<file path="config.mk">
export PLATFORM = sky130hd
export DESIGN_NAME = imem_port_arbiter
export DESIGN_NICKNAME = d
export VERILOG_FILES = /design/src/rtl/imem_port_arbiter.sv
export SDC_FILE = /design/constraint.sdc
export NUM_CORES = 1
export LEC_CHECK = 0
export CORE_AREA = 5 5 118 120
export DETAILED_ROUTE_END_ITERATION = 8
export DIE_AREA = 0 0 123 125
export SYNTH_ARGS = -nofsm -noshare
export SYNTH_HDL_FRONTEND = slang
export SYNTH_SLANG_ARGS = --single-unit
</file>
<file path="constraint.sdc">
create_clock -name clk -period 2.9 [get_ports clk]
set_input_delay 0.58 -clock clk [delete_from_list [all_inputs] [get_ports clk]]
set_output_delay 0.58 -clock clk [all_outputs]
set_load 0.1 [all_outputs]
</file>
<file path="src/rtl/imem_port_arbiter.sv">
// imem_port_arbiter: shares a single-port instruction memory between fetch reads and host program-load writes
// Ports:
//   clk, rst                    clock, synchronous active-high reset
//   f_req_*                     fetch read request (valid/addr in, ready out)
//   f_flush                     drops every read still in flight
//   f_rsp_*                     instruction return (valid/addr registered, data passed through from mem_rdata)
//   h_wr_*                      host write request (valid/addr/data in, ready out)
//   h_lock / h_locked           bulk-load request / granted once reads have drained
//   mem_*                       memory port, driven combinationally from the granted request
module imem_port_arbiter #(
  parameter int ADDR_W      = 10,
  parameter int DATA_W      = 64,
  parameter int RD_LAT      = 2,
  parameter int HOST_STARVE = 4
) (
  input  logic              clk,
  input  logic              rst,
  input  logic              f_req_valid,
  input  logic [ADDR_W-1:0] f_req_addr,
  output logic              f_req_ready,
  input  logic              f_flush,
  output logic              f_rsp_valid,
  output logic [DATA_W-1:0] f_rsp_data,
  output logic [ADDR_W-1:0] f_rsp_addr,
  input  logic              h_wr_valid,
  input  logic [ADDR_W-1:0] h_wr_addr,
  input  logic [DATA_W-1:0] h_wr_data,
  output logic              h_wr_ready,
  input  logic              h_lock,
  output logic              h_locked,
  output logic              mem_en,
  output logic              mem_we,
  output logic [ADDR_W-1:0] mem_addr,
  output logic [DATA_W-1:0] mem_wdata,
  input  logic [DATA_W-1:0] mem_rdata
);
  localparam int SW = $clog2(HOST_STARVE + 1);
  localparam logic [SW-1:0] SMAX = SW'(HOST_STARVE);
  typedef enum logic [1:0] {RUN, DRAIN, LOAD} state_t;
  state_t                       state_q, state_d;
  logic [RD_LAT-1:0]            v_q, v_d;
  logic [RD_LAT-1:0][ADDR_W-1:0] a_q, a_d;
  logic [SW-1:0]                starve_q, starve_d;
  logic                         f_v, h_v, f_gnt, h_gnt;
  // Fetch is held off whenever lock is requested, so DRAIN never gains new entries
  // and LOAD->RUN can accept a read in the cycle the lock drops.
  always_comb begin
    f_v      = !rst && !h_lock && !f_flush && f_req_valid;
    h_v      = !rst && h_wr_valid;
    h_gnt    = h_v && (!f_v || starve_q == SMAX);
    f_gnt    = f_v && !h_gnt;
    starve_d = (!h_wr_valid || h_gnt) ? '0 : (starve_q == SMAX ? SMAX : starve_q + 1'b1);
    v_d      = '0;
    a_d      = '0;
    v_d[0]   = f_gnt;
    a_d[0]   = f_gnt ? f_req_addr : '0;
    for (int i = 1; i < RD_LAT; i++) begin
      v_d[i] = v_q[i-1];
      a_d[i] = a_q[i-1];
    end
    if (f_flush) v_d = '0;
    state_d = !h_lock ? RUN :
              state_q == RUN ? DRAIN :
              (state_q == DRAIN && |v_d) ? DRAIN : LOAD;
  end
  always_ff @(posedge clk) begin
    if (rst) begin
      state_q  <= RUN;
      v_q      <= '0;
      a_q      <= '0;
      starve_q <= '0;
    end else begin
      state_q  <= state_d;
      v_q      <= v_d;
      a_q      <= a_d;
      starve_q <= starve_d;
    end
  end
  assign f_req_ready = f_gnt;
  assign h_wr_ready  = h_gnt;
  assign mem_en      = f_gnt || h_gnt;
  assign mem_we      = h_gnt;
  assign mem_addr    = h_gnt ? h_wr_addr : f_gnt ? f_req_addr : '0;
  assign mem_wdata   = h_gnt ? h_wr_data : '0;
  assign h_locked    = !rst && state_q == LOAD;
  assign f_rsp_valid = !rst && !f_flush && v_q[RD_LAT-1];
  assign f_rsp_addr  = a_q[RD_LAT-1];
  assign f_rsp_data  = f_rsp_valid ? mem_rdata : '0;
endmodule

</file>
# == After elaboration in Yosys (flattened, before gate mapping) ==
# Cells that the tools add are included.
# word_totals
reg_bits,27
input_bits,154
out_inout_bits,154
wordCells,45
# classes
n_addsub,1
n_eq_ne,3
n_mux,8
bitwise_logic,1
n_reduce_logical,25
# op_table
op,count
$mux 64,2
$mux 10,2
$logic_and 1x1->1,10
$logic_not 1->1,6
$reduce_or 2->1,3
$reduce_or 3->1,2
$mux 2,2
$add 3x1->3 const B,1
$eq 3x3->1 const B,1
$logic_or 1x1->1,3
$mux 3,1
$eq 2x1->1 const B,1
$eq 2x2->1 const B,1
$logic_not 2->1,1
$mux 1,1
$not 1->1,1

# == Depth between registers and ports, before layout ==
# Gate-level depths: netlist (run 1).
# logic_depth
depth_word,14
ltp_mapped,7
depth_no_buf,6

# == Least setup slack after synthesis (run 1) ==
# No wires, ideal clock.
# synth_path
path_kind,input to output
from,input rst
to,output h_locked
t_arrival_ps,3009
required_ps,2320
setup_slack_ps,-689
stages,2
path_buffers,1
cell_sequence,buf_1 nor3b_1
# synth_via
elab_chain_len,2
# synth_rtl
item,line_no,text
"start, declared",17,"input logic rst,"
$logic_not 1->1,85,assign h_locked = !rst && state_q == LOAD;
$logic_and 1x1->1,85,
"end, declared",30,"output logic h_locked,"
# Every way passes these cells.

# == Final worst setup path (run 1) ==
# layout_path
from,input f_req_valid
to,output mem_wdata[37]
# layout_via
elab_chain_len,5
# layout_rtl
item,line_no,text
"start, declared",18,"input logic f_req_valid,"
$logic_and 1x1->1,48,f_v = !rst && !h_lock && !f_flush && f_req_valid;
$logic_not 1->1,50,h_gnt = h_v && (!f_v || starve_q == SMAX);
$logic_or 1x1->1,50,
$logic_and 1x1->1,50,
$mux 64,84,assign mem_wdata = h_gnt ? h_wr_data : '0;
"end, declared",34,"output logic [DATA_W-1:0] mem_wdata,"
# Every way passes these cells.

==> results of run 1 <==
==> flip-flops by register name, summed over array words and instances, names as in the netlist <==
signal,cells
a_d,10
f_rsp_addr,10
starve_q,3
state_q,2
v_q,2
==> cells in the final DEF (no fill, tap or decap), types with 2 or more instances in the layout <==
cell,synthesis,layout
nand2b_1,4,4
ha_1,2,2
a22o_1,10,10
buf_12,0,150
nor2b_1,10,10
buf_4,2,15
and2_1,138,129
clkbuf_16,0,4
dlymetal6s2s_1,0,3
clkdlybuf4s50_1,0,150
nor3b_2,0,2
dfxtp_1,27,27
and2_2,0,9
nand2_1,2,2
inv_1,5,5
nor3_1,3,3
==> per-layer routing <==
metal	part of all wire [%]	wire length (um)	vias to the layer above	track usage [%]
met2	55	6450	142	27.8
met1	33	3890	1166	13.9
li1	-	-	1310	-
met5	0	0	-	0
met3	9.6	1140	18	5.06
met4	2.7	314	0	4.17
==> stage by stage <==
step	power, mW	hold slack [ns]
4_1_cts	1.59	0.441
3_5_place_dp	1.28	0.425
6_report	1.58	0.438
2_1_floorplan	0.822	0.405
5_1_grt	1.64	0.465
3_3_place_gp	1.28	0.415
==> worst reg2reg max path, stage by stage, from the launching register on <==
cell      delay [ns]
dfxtp_1         0.36
inv_1           0.06
ha_1            0.19
nand2_1         0.16
o21ai_2         0.09
buf_4           0.15
a311oi_1        0.26
==> area by class of cell <==
| class | count | area [sq um] |
|---|---|---|
| Tap cell | 176 | 220 |
| Clock inverter | 1 | 7.51 |
| Clock buffer | 3 | 75.1 |
| Timing Repair Buffer | 319 | 4680 |
| Multi-Input combinational cell | 179 | 1200 |
| Sequential cell | 27 | 541 |
| Fill cell | 1120 | 6130 |
| Inverter | 5 | 18.8 |
==> power groups by stage <==
| stage | Clock [mW] | Combinational [mW] | Sequential (mW) |
|---|---|---|---|
| finish | 0.305 | 0.901 | 0.379 |
| global route | 0.329 | 0.929 | 0.379 |
| CTS | 0.313 | 0.900 | 0.379 |
| detailed placement | 0 | 0.898 | 0.387 |
| global placement | 0 | 0.893 | 0.387 |
| floorplan | 0 | 0.425 | 0.397 |
==> final timing paths <==
check	from	endpoint	slack (ns)	depth (start not counted)
worst min-delay path	a_d[18]$_SDFF_PP0_	f_rsp_addr[8]$_SDFF_PP0_	0.44	1
worst max register to register	starve_q[0]$_SDFF_PP0_	state_q[0]$_SDFF_PP0_	1.54	6
worst min register to register	a_d[18]$_SDFF_PP0_	f_rsp_addr[8]$_SDFF_PP0_	0.44	1
worst max-delay path	f_req_valid	mem_wdata[37]	0.12	7
==> cells by family after synthesis <==
logic type | share of synthesized area, %
and+or+nand+nor | 55.4
DFF | 29.2
adders and majority gates | 1.35
AOI/OAI and AO/OA | 6.03
xor gates and xnor gates | 0.474
buffers and inverters | 7.51
==> timing repair <==
item / 4_1_cts / 5_1_grt
setup endpoints to repair: 0 / 35
setup buffers: 0 / 1
gates resized for setup: 0 / 4
==> results.py, run 1 <==
metrics = {
    "clocking": {
        "cts_tree": "done",
        "clkTransAtPathRegs_ns": 0.06,
        "clock-root-buffer": "clkbuf_16",
        "ctsLongestPathBuffers": 2,
        "numCtsBuffers": 3,
        "htreeDepth": 1,
        "clk_latency_ns": 0.25,
        "holdBufCountCts": 0,
        "cts_sinks": 27,
    },
    "sta": {
        "fmax_mhz": 360,
        "finalHoldViolations": 0,
        "worstMarginPinSlew_ns": 0.352,
        "slew_headroom_pct": 76.4,
        "fin_skew_ns": 0.00229,
        "rsz0062_at_grt": "no",
        "period_share_pct": 95.7,
        "final.setup.tns_ns": 0,
        "fin_crit_ns": 2.78,
        "setup_viol": 0,
        "slew_violations": 0,
        "setup_slack_ns": 0.124,
    },
    "synth": {
        "synth_seq_cells": 27,
        "syn-num-nets": 386,
        "postSynth.asyncResetShare_pct": 0,
        "synth_cell_type_count": 21,
        "synthCells": 230,
        "synth.most_common_cell": "and2_1",
        "ys_warn_count": 0,
        "yosys.area.top_type": "and2_1",
        "avgSynthCellArea_sq_um": 8.03,
        "synthTopCellsByArea": "and2_1 (47%), dfxtp_1 (29%), a22o_1 (4.7%)",
        "yosys.area.top_type_share_pct": 46.7,
        "synth_ff_type": "dfxtp_1",
        "synth-edff-count": 0,
        "yosysSeqAreaShare_pct": 29.2,
        "syn_area_sq_mm": 0.00185,
        "synthTopCellsByCount": "and2_1 (138), dfxtp_1 (27), a22o_1 (10), nor2b_1 (10), clkbuf_1 (8)",
    },
    "pwr": {
        "switchingPower_mw": 0.611,
        "p_per_area_mw_per_mm2": 235,
        "combPwrFrac_pct": 56.9,
        "p_clk_share_pct": 19.2,
        "p_int_mw": 0.974,
        "power.share.switching_pct": 38.5,
        "p_leak_nw": 2.76,
        "p_seq_share_pct": 23.9,
        "vdd.ir_drop.worst_mv": 0.227,
    },
    "routing": {
        "drtIter0Drc": 61,
        "wl_per_cell_um": 16.6,
        "wl_um": 11800,
        "ant_nets": 0,
        "avgViaCountPerCell": 3.71,
        "drc": 0,
        "num_vias": 2636,
        "dr.pass1.iters": 3,
    },
    "worst_setup_path": {
        "endpoint_kind": "output port",
        "arrival_ns": 2.20,
        "critical-path-top-delay-family": "buffers and inverters",
        "worstPathCellList": "clkdlybuf4s50_1 -> nor4b_4 -> a21oi_4 -> buf_12 -> buf_12 -> and2_1 -> buf_12",
        "critPathSlowestCell": "clkdlybuf4s50_1",
        "start_kind": "input pin",
        "crit_buf_inv": 4,
        "max_stage_delay_ns": 0.47,
        "cp.required_ns": 2.32,
        "crit_fanout": 26,
        "cp_common_cell": "buf_12",
        "criticalPathCategory": "input pin to output port",
    },
    "floorplan": {
        "dieArea_sq_mm": 0.0154,
        "rows": 42,
        "ioPinCount": 308,
        "start_util_pct": 14.4,
        "die_h_um": 125,
        "fp.coreArea_sq_mm": 0.0129,
        "die-width_um": 123,
    },
    "final_layout": {
        "area_growth_pct": 265,
        "fin_util_pct": 52.4,
        "drive_gt1_share_pct": 34.5,
        "final_cells": 710,
        "layout.nets": 691,
        "design_area_sq_mm": 0.00675,
        "diodes": 0,
    },
    "global_route": {
        "grt_first_pass_wirelength_um": 17000,
        "grt_pass1_vias": 2957,
        "antenna_found_initial": 0,
        "track_usage_pct": 14.3,
        "overflow": 0,
        "grt_max_degree": 66,
    },
    "placement": {
        "numPortBuffers": 307,
        "pre_cts_ws_ns": 0.0443,
        "placed_cells": 704,
        "hpwlAfterDp_um": 10500,
        "dpl-instance-area_sq_mm": 0.00661,
        "place.gp.congestion": 0.897,
    },
    "hold_path": {
        "hold_path_class": "register to register",
    },
    "run": {
        "maxCapViolCount": 0,
    },
    "status": {
        "status": "finished clean",
    },
}
Power figures use the tool's default switching activity.
==> run 2: changes to the inputs <==
Settings changed: GPL_TIMING_DRIVEN set to 0.
==> results.py, run 2 (synthesis gave the netlist of run 1 again) <==
metrics = {
    "worst_setup_path": {
        "start_kind": "input pin",
        "criticalPathCategory": "input pin to output port",
        "rrSetupSlack_ns": 1.51,
        "crit_fanout": 11,
        "cp.required_ns": 2.32,
        "arrival_ns": 2.21,
        "endpoint_kind": "output port",
    },
    "pwr": {
        "p_leak_nw": 2.33,
        "vdd.ir_drop.worst_mv": 0.171,
        "p_per_area_mw_per_mm2": 279,
    },
    "placement": {
        "place.gp.congestion": 0.962,
        "dpl-instance-area_sq_mm": 0.00516,
        "numPortBuffers": 307,
        "pre_cts_ws_ns": -1.38,
        "hpwlAfterDp_um": 10000,
    },
    "clocking": {
        "clock-root-buffer": "clkbuf_16",
        "holdBufCountCts": 0,
        "cts_tree": "done",
        "ctsLongestPathBuffers": 2,
        "clk_latency_ns": 0.26,
        "post_cts_buffers": 0,
        "htreeDepth": 1,
        "cts_sinks": 27,
        "clkTransAtPathRegs_ns": 0.06,
        "numCtsBuffers": 3,
    },
    "final_layout": {
        "diodes": 0,
        "layout.nets": 698,
        "layout_common_cells": "clkdlybuf4s50_1 (160), and2_1 (129), buf_4 (68)",
        "drive_gt1_share_pct": 33.6,
        "design_area_sq_mm": 0.00520,
        "area_growth_pct": 181,
        "n_fill_cell": 1285,
        "final_common_cell": "clkdlybuf4s50_1",
    },
    "sta": {
        "setup_viol": 0,
        "fin_skew_ns": 0.00272,
        "finalHoldViolations": 0,
        "setup_slack_ns": 0.111,
        "fin_crit_ns": 2.79,
        "slew_headroom_pct": 32.1,
        "fmax_mhz": 359,
        "rsz0062_at_grt": "no",
        "worstMarginPinSlew_ns": 1.02,
        "final.setup.tns_ns": 0,
        "period_share_pct": 96.2,
        "slew_violations": 0,
    },
    "routing": {
        "drtIter0Drc": 58,
        "ant_nets": 0,
        "drc": 0,
        "wl_um": 11100,
        "top_layer": "met4",
        "wl_met1_um": 3730,
        "dr_wl_met2_um": 5900,
        "avgViaCountPerCell": 3.69,
        "num_vias": 2647,
        "wl_met3_um": 1090,
        "dr.pass1.iters": 2,
        "wl_per_cell_um": 15.4,
    },
    "global_route": {
        "grt_pass1_vias": 2828,
        "track_usage_pct": 13.3,
        "antenna_found_initial": 0,
        "grt_first_pass_wirelength_um": 15900,
        "overflow": 0,
        "grt_max_degree": 16,
    },
    "hold_path": {
        "hold_path_class": "register to register",
    },
    "floorplan": {
        "ioPinCount": 308,
        "rows": 42,
        "die_h_um": 125,
        "dieArea_sq_mm": 0.0154,
        "start_util_pct": 14.4,
        "die-width_um": 123,
        "fp.coreArea_sq_mm": 0.0129,
    },
    "status": {
        "status": "finished clean",
    },
    "run": {
        "maxCapViolCount": 0,
    },
}
run 2: changes by cell type in the layout (fill, tap and decap cells not counted), moves of 2 or more:
cell | previous run | this run
buf_12 | 150 | 1
buf_6 | 0 | 62
buf_4 | 15 | 68
clkdlybuf4s15_2 | 0 | 16
clkdlybuf4s50_1 | 150 | 160
clkbuf_2 | 0 | 8
buf_2 | 0 | 4
buf_8 | 0 | 2
dlygate4sd2_1 | 0 | 2
dlymetal6s2s_1 | 3 | 1
run 2: worst max-delay path, cell delays in order:
cell and delay (ns):
dlygate4sd2_1 0.34, nand2b_2 0.28, a21oi_2 0.22, clkbuf_2 0.24, buf_4 0.13, buf_2 0.41
run 2: worst paths after layout:
| path | from | endpoint | depth (start not counted) |
|---|---|---|---|
| worst max register to register | starve_q[0]$_SDFF_PP0_ | a_d[14]$_SDFF_PP0_ | 7 |
| worst max-delay path | rst | mem_we | 6 |
| worst min-delay path | a_d[16]$_SDFF_PP0_ | f_rsp_addr[6]$_SDFF_PP0_ | 1 |
| worst min register to register | a_d[16]$_SDFF_PP0_ | f_rsp_addr[6]$_SDFF_PP0_ | 1 |
run 2: layout make-up:
type / instances / area, sq um / area share (%)
buffer: 19 / 143 / 2.74
clock buffer: 3 / 75.1 / 1.44
timing repair buffer: 307 / 3000 / 57.7
tap: 176 / 220 / 4.23
clock inverter: 1 / 5.00 / 0.0962
multi-input combinational: 179 / 1200 / 23.1
sequential: 27 / 541 / 10.4
inverter: 5 / 18.8 / 0.361
run 2: where the power goes:
group	leakage, nW	internal [mW]	switching [mW]
combinational	2.08	0.304	0.462
sequential	0.218	0.376	0.00212
clock	0.0409	0.186	0.119
total	2.33	0.866	0.583
run 2: metal layers:
| layer | GRT usage, % | vias to the layer above |
|---|---|---|
| met1 | 12.9 | 1156 |
| met2 | 26.0 | 146 |
| met4 | 4.10 | 0 |
| li1 | - | 1325 |
| met5 | 0 | - |
| met3 | 4.20 | 20 |
run 2: per-stage QoR:
stage / power [mW] / hold WS [ns] / cells / utilization (%)
global route: 1.51 / 0.462 / 717 / 40.4
CTS: 1.45 / 0.441 / 717 / 39.1
finish: 1.45 / 0.435 / 717 / 40.4
detailed placement: 1.14 / 0.425 / 713 / 40.1
global placement: 1.14 / 0.415 / 713 / 40.1
floorplan: 0.822 / 0.405 / 230 / -
run 2: what timing repair did:
item / CTS / global route
gates resized for setup: 844 / 48
hold endpoints to repair: 0 / 0
pin swaps: 1 / 1
cloned: 0 / 0
setup endpoints to repair: 144 / 73
